## config.mk

```make
export PLATFORM = sky130hd
export DESIGN_NAME = ysyx_23060208_lsu
export DESIGN_NICKNAME = d
export VERILOG_FILES = /design/src/rtl/ysyx_23060208_lsu.sv
export SDC_FILE = /design/constraint.sdc
export NUM_CORES = 1
export LEC_CHECK = 0
export ABC_AREA = 0
export CORE_ASPECT_RATIO = 0.7
export CORE_MARGIN = 2
export CORE_UTILIZATION = 35
export CTS_CLUSTER_DIAMETER = 60
export DETAILED_ROUTE_END_ITERATION = 12
export PLACE_DENSITY = 0.76
export SYNTH_ARGS = -nofsm -noshare
export SYNTH_HDL_FRONTEND = slang
export SYNTH_SLANG_ARGS = --single-unit
```

## constraint.sdc

```tcl
create_clock -name clk -period 1.7 [get_ports clk]
set_clock_uncertainty 0.2 [all_clocks]
set_input_delay 0.17 -clock clk [delete_from_list [all_inputs] [get_ports clk]]
set_output_delay 0.17 -clock clk [all_outputs]
set_load 0.1 [all_outputs]
```

## src/rtl/ysyx_23060208_lsu.sv

```systemverilog
// Load/store unit: accepts one EXU request at a time and carries it out
// over an AXI-lite style data-SRAM port. The result is held for the WBU
// until it is taken.
module ysyx_23060208_lsu #(
   parameter int unsigned DATA_WIDTH = 32,
   parameter int unsigned ADDR_WIDTH = 32
) (
   input  logic                  clk,
   input  logic                  rst,

   // EXU request
   input  logic                  in_valid,
   output logic                  in_ready,
   input  logic [1:0]            in_op,
   input  logic [2:0]            in_funct3,
   input  logic [ADDR_WIDTH-1:0] in_addr,
   input  logic [DATA_WIDTH-1:0] in_wdata,

   // WBU result
   output logic                  out_valid,
   input  logic                  out_ready,
   output logic [DATA_WIDTH-1:0] out_rdata,
   output logic                  out_err,

   // Data SRAM write address
   output logic [ADDR_WIDTH-1:0] dsram_awaddr,
   output logic                  dsram_awvalid,
   input  logic                  dsram_awready,

   // Data SRAM write data
   output logic [DATA_WIDTH-1:0] dsram_wdata,
   output logic [2:0]            dsram_wstrb,
   output logic                  dsram_wvalid,
   input  logic                  dsram_wready,

   // Data SRAM write response
   input  logic [1:0]            dsram_bresp,
   input  logic                  dsram_bvalid,
   output logic                  dsram_bready,

   // Data SRAM read address
   output logic [ADDR_WIDTH-1:0] dsram_araddr,
   output logic                  dsram_arvalid,
   input  logic                  dsram_arready,

   // Data SRAM read data
   input  logic [DATA_WIDTH-1:0] dsram_rdata,
   input  logic [1:0]            dsram_rresp,
   input  logic                  dsram_rvalid,
   output logic                  dsram_rready
);

   typedef enum logic [2:0] {
      StIdle,
      StAr,
      StR,
      StAw,
      StW,
      StB,
      StDone
   } state_e;

   localparam logic [1:0] OpLoad  = 2'b01;
   localparam logic [1:0] OpStore = 2'b10;

   state_e                state_q, state_d;
   logic [2:0]            funct3_q, funct3_d;
   logic [ADDR_WIDTH-1:0] addr_q, addr_d;
   logic [DATA_WIDTH-1:0] wdata_q, wdata_d;
   logic [DATA_WIDTH-1:0] rdata_q, rdata_d;
   logic                  err_q, err_d;

   logic [DATA_WIDTH-1:0] rdata_shifted;
   logic [DATA_WIDTH-1:0] load_data;
   logic [2:0]            store_strb;

   // Align the addressed byte lane to bit 0, then sign/zero-extend by size.
   always_comb begin
      rdata_shifted = dsram_rdata >> {addr_q[1:0], 3'b000};
      case (funct3_q)
         3'b000:  load_data = {{(DATA_WIDTH-8){rdata_shifted[7]}}, rdata_shifted[7:0]};
         3'b001:  load_data = {{(DATA_WIDTH-16){rdata_shifted[15]}}, rdata_shifted[15:0]};
         3'b100:  load_data = {{(DATA_WIDTH-8){1'b0}}, rdata_shifted[7:0]};
         3'b101:  load_data = {{(DATA_WIDTH-16){1'b0}}, rdata_shifted[15:0]};
         default: load_data = rdata_shifted;
      endcase
   end

   // Store size code; anything that is not byte or half is treated as word.
   always_comb begin
      case (funct3_q[1:0])
         2'b00:   store_strb = 3'd1;
         2'b01:   store_strb = 3'd2;
         default: store_strb = 3'd4;
      endcase
   end

   // Next-state and datapath latch logic.
   always_comb begin
      state_d  = state_q;
      funct3_d = funct3_q;
      addr_d   = addr_q;
      wdata_d  = wdata_q;
      rdata_d  = rdata_q;
      err_d    = err_q;
      case (state_q)
         StIdle: begin
            if (in_valid) begin
               funct3_d = in_funct3;
               addr_d   = in_addr;
               wdata_d  = in_wdata;
               rdata_d  = '0;
               err_d    = 1'b0;
               case (in_op)
                  OpLoad:  state_d = StAr;
                  OpStore: state_d = StAw;
                  default: state_d = StDone;
               endcase
            end
         end
         StAr: if (dsram_arready) state_d = StR;
         StR: begin
            if (dsram_rvalid) begin
               rdata_d = load_data;
               err_d   = (dsram_rresp != 2'b00);
               state_d = StDone;
            end
         end
         StAw: if (dsram_awready) state_d = StW;
         StW:  if (dsram_wready) state_d = StB;
         StB: begin
            if (dsram_bvalid) begin
               err_d   = (dsram_bresp != 2'b00);
               state_d = StDone;
            end
         end
         StDone: if (out_ready) state_d = StIdle;
         default: state_d = StIdle;
      endcase
   end

   // State and latch registers with synchronous active-low reset.
   always_ff @(posedge clk) begin
      if (!rst) begin
         state_q  <= StIdle;
         funct3_q <= '0;
         addr_q   <= '0;
         wdata_q  <= '0;
         rdata_q  <= '0;
         err_q    <= 1'b0;
      end else begin
         state_q  <= state_d;
         funct3_q <= funct3_d;
         addr_q   <= addr_d;
         wdata_q  <= wdata_d;
         rdata_q  <= rdata_d;
         err_q    <= err_d;
      end
   end

   // Handshake outputs are pure state decodes, so a valid cannot drop early.
   assign in_ready      = (state_q == StIdle);
   assign dsram_arvalid = (state_q == StAr);
   assign dsram_rready  = (state_q == StR);
   assign dsram_awvalid = (state_q == StAw);
   assign dsram_wvalid  = (state_q == StW);
   assign dsram_bready  = (state_q == StB);
   assign out_valid     = (state_q == StDone);

   assign dsram_araddr  = addr_q;
   assign dsram_awaddr  = addr_q;
   assign dsram_wdata   = wdata_q;
   assign dsram_wstrb   = store_strb;
   assign out_rdata     = rdata_q;
   assign out_err       = err_q;

endmodule

```

==> metrics <==
sequential fraction of the synthesis area 0.443; H-tree depth 3; RSZ-0062 raised after global routing true; number of global-route vias before repair just over 5,000; Worst Hold Endpoint dsram_araddr[23]; Initial DRT Pass Iterations 6; startpoint type of the worst setup path flop; largest net degree at the start of global routing between 50 and 60; mapped cell area roughly 4700 um2; WHS 169 ps; VDD IR-drop max 961 uV; first-pass GRT wire length ~27,000 um; Area contributors post-synth dfxtp_1 44%, nand2_1 12%, a21oi_1 6.6%, buf_4 5.6%, a21boi_0 4.0%; clock latency at the later pin of the worst-skew pair roughly 350 ps; worst-margin pin slew 333 ps; share of the synthesized area in the top cell type 0.443; relative slew slack 0.778; placed instance area 8780 um2; layout cells sized above 1 0.468; number of flops mapped to enable cells by yosys 0; Initial Utilization 0.356; number of nets in the layout roughly 930; clock power share 0.122; Max Cap Violations 0; Tot Pwr about 19 mW; Via-to-Cell Ratio 5.41; net switching power about 9.4 mW; Worst EP arrival between 1500 and 2000 ps; HP Class input pin to flop; final WL about 21,000 um; hold path cells 3; crit path time final ~1900 ps; Site Rows 35; CTS Buf Count 9; Pint ~9.6 mW; total gr overflow 0; grt peak-use layer met2; initial antenna violation count 0; Synth area leader dfxtp_1; n_diodes 0; 1st-iter DRT viols 286; I/O Buffers 252; Main synth FF type dfxtp_1; Crit Path Max Fanout 20; clk root buf clkbuf_16; syn_area_per_cell 8.46 um2; Unique masters post-synth 41; status finished with violations; Clock Tree Buf Depth 2; DP HPWL between 10,000 and 15,000 um; CTS tree built; count of final setup violators about 70; Crit Reg-Reg Startpoint dsram_araddr[1]; met1 GRT Util 0.288; Tcrit/Tclk final 1.13; Final Hold Viols 0; Vias between 5,000 and 6,000; fmax 522 MHz; Syn Inst Count 550; Reg-to-Reg End out_rdata[9]; core area 13,100 um2; die extent in x 142 um; ys async rst share 0; sw frac 0.494; GR Util All Layers 0.243; Worst Path Required 1730 ps; Global Route met3 Usage 0.0822; failing checks negative setup slack; Slew Limit Fails 0; crit end category flop; yosys warns 0; Layout area overhead 121%; Gate power share 0.680; HP Start in_addr[23]; CTS Sinks 103; placer's final routability congestion estimate roughly 0.86; Setup CP Type flop to flop; worst reg-to-reg setup slack -220 ps; DRC 0; Final WS setup -216 ps; Worst-path clk slew around 80 ps; routing usage on met2 0.432; I/O Pins between 200 and 300; final instance area slightly above 10,000 um2; Reg power frac 0.197; power density over the cells 1840 nW/um2; Die H about 100 um; #FFs+latches synth a little over 100; ANT nets after route 0; Leak Pwr 4.03 nW; Die ar. 14,300 um2; Mapped Nets 665; post-DR wirelength/cell approximately 21 um; R2R depth 6
-- cell type report --
type | count | area, um2
Fill cell | 754 | 2800
Clock buffer | 11 | 254
Inverter | 5 | 30.0
Clock inverter | 4 | 75.1
Sequential cell | 103 | 2120
Tap cell | 166 | 208
Multi-Input combinational cell | 367 | 2600
Timing Repair Buffer | 331 | 5010
-- placed cells by master (no fill, tap or decap), types with 5 or more instances in the layout --
cell,instances
a32oi_1,5
nor2_1,11
nand2_4,13
clkdlybuf4s50_1,113
a21boi_1,9
nand2_1,91
buf_6,19
a21oi_1,56
a21oi_2,5
buf_12,153
dfxtp_4,5
clkbuf_16,22
nor2b_1,11
a211o_1,7
mux2i_1,10
dfxtp_2,32
o2bb2ai_1,8
a221o_1,16
a21boi_2,15
dfxtp_1,66
buf_4,29
nand2_2,41
nor3_1,9
mux2_2,8
-- state kept, by name, summed over array words and instances, names as in the netlist --
register      cells
out_rdata        32
state_q           3
dsram_araddr     32
out_err           1
dsram_wdata      32
funct3_q          3
-- power groups by stage --
| stage | combinational, mW | sequential (mW) | clock [mW] |
|---|---|---|---|
| after floorplan | 3.80 | 6.44 | 0 |
| after global placement | 10.3 | 3.67 | 0 |
| after detailed placement | 10.5 | 3.71 | 0 |
| after CTS | 11.2 | 3.67 | 2.35 |
| after global routing | 13.3 | 3.80 | 2.42 |
| final | 12.9 | 3.74 | 2.32 |
-- worst max-delay path, stage by stage (launching register included) --
cell and delay (ps):
dfxtp_4 390, buf_4 280, buf_4 230, mux2i_1 300, o2bb2ai_1 170, a21oi_1 170
nor3_1 60
-- cells by family (layout without fill, tap and decap cells) --
kind of cell,after synthesis,count (layout),share of synthesized area
mux,20,20,0.0505
compound gates,140,140,0.207
fa+ha+maj,1,1,0.00269
simple gates,206,206,0.200
buf+inv,80,351,0.0965
flops,103,103,0.443
-- metal layers --
| metal | vias to the layer above | routed length, um |
|---|---|---|
| met5 | - | 0 |
| met4 | 0 | 544 |
| met3 | 48 | 2020 |
| met2 | 303 | 10600 |
| met1 | 2574 | 7630 |
| li1 | 2415 | - |
-- worst max-delay path by stage --
stage	depth (start not counted)	from	end	slack (ps)
3_3_place_gp	5	dsram_rvalid	out_rdata[20]	-460
5_1_grt	6	dsram_araddr[1]	out_rdata[9]	-260
6_report	6	dsram_araddr[1]	out_rdata[9]	-220
4_1_cts	5	dsram_araddr[1]	out_rdata[28]	-130
2_1_floorplan	5	dsram_araddr[1]	out_rdata[10]	-360
3_5_place_dp	5	dsram_rvalid	out_rdata[28]	-610
-- metrics by stage --
stage | cells | setup TNS, ps | util | setup slack (ps)
floorplan | 550 | -7400 | - | -362
global placement | 928 | -29430 | 0.671 | -460
detailed placement | 928 | -35670 | 0.671 | -610
CTS | 957 | -3290 | 0.722 | -130
global route | 987 | -10460 | 0.786 | -264
finish | 987 | -4950 | 0.786 | -216
-- cells in the mapped netlist, types with 4 or more instances --
cell type,number
a211o_1,8
a21boi_0,25
a21oi_1,61
a221o_1,16
a32oi_1,8
and2_1,4
buf_2,14
buf_4,35
clkbuf_1,24
dfxtp_1,103
inv_1,4
mux2_2,8
mux2i_1,10
nand2_1,145
nand3b_1,4
nor2_1,16
nor2b_1,15
nor3_1,11
o21ai_0,4
o2bb2ai_1,8
-- what timing repair did --
| item | in CTS | in global routing |
|---|---|---|
| gates cloned | 3 | 18 |
| endpoints found under the hold margin | 0 | 0 |
| pin swaps | 9 | 61 |
| hold buffers | 0 | 0 |
| setup buffers | 12 | 15 |
| gates resized for setup | 45 | 133 |
| setup endpoints to repair | 62 | 93 |
Note: power is estimated with default switching activity, not from simulation.
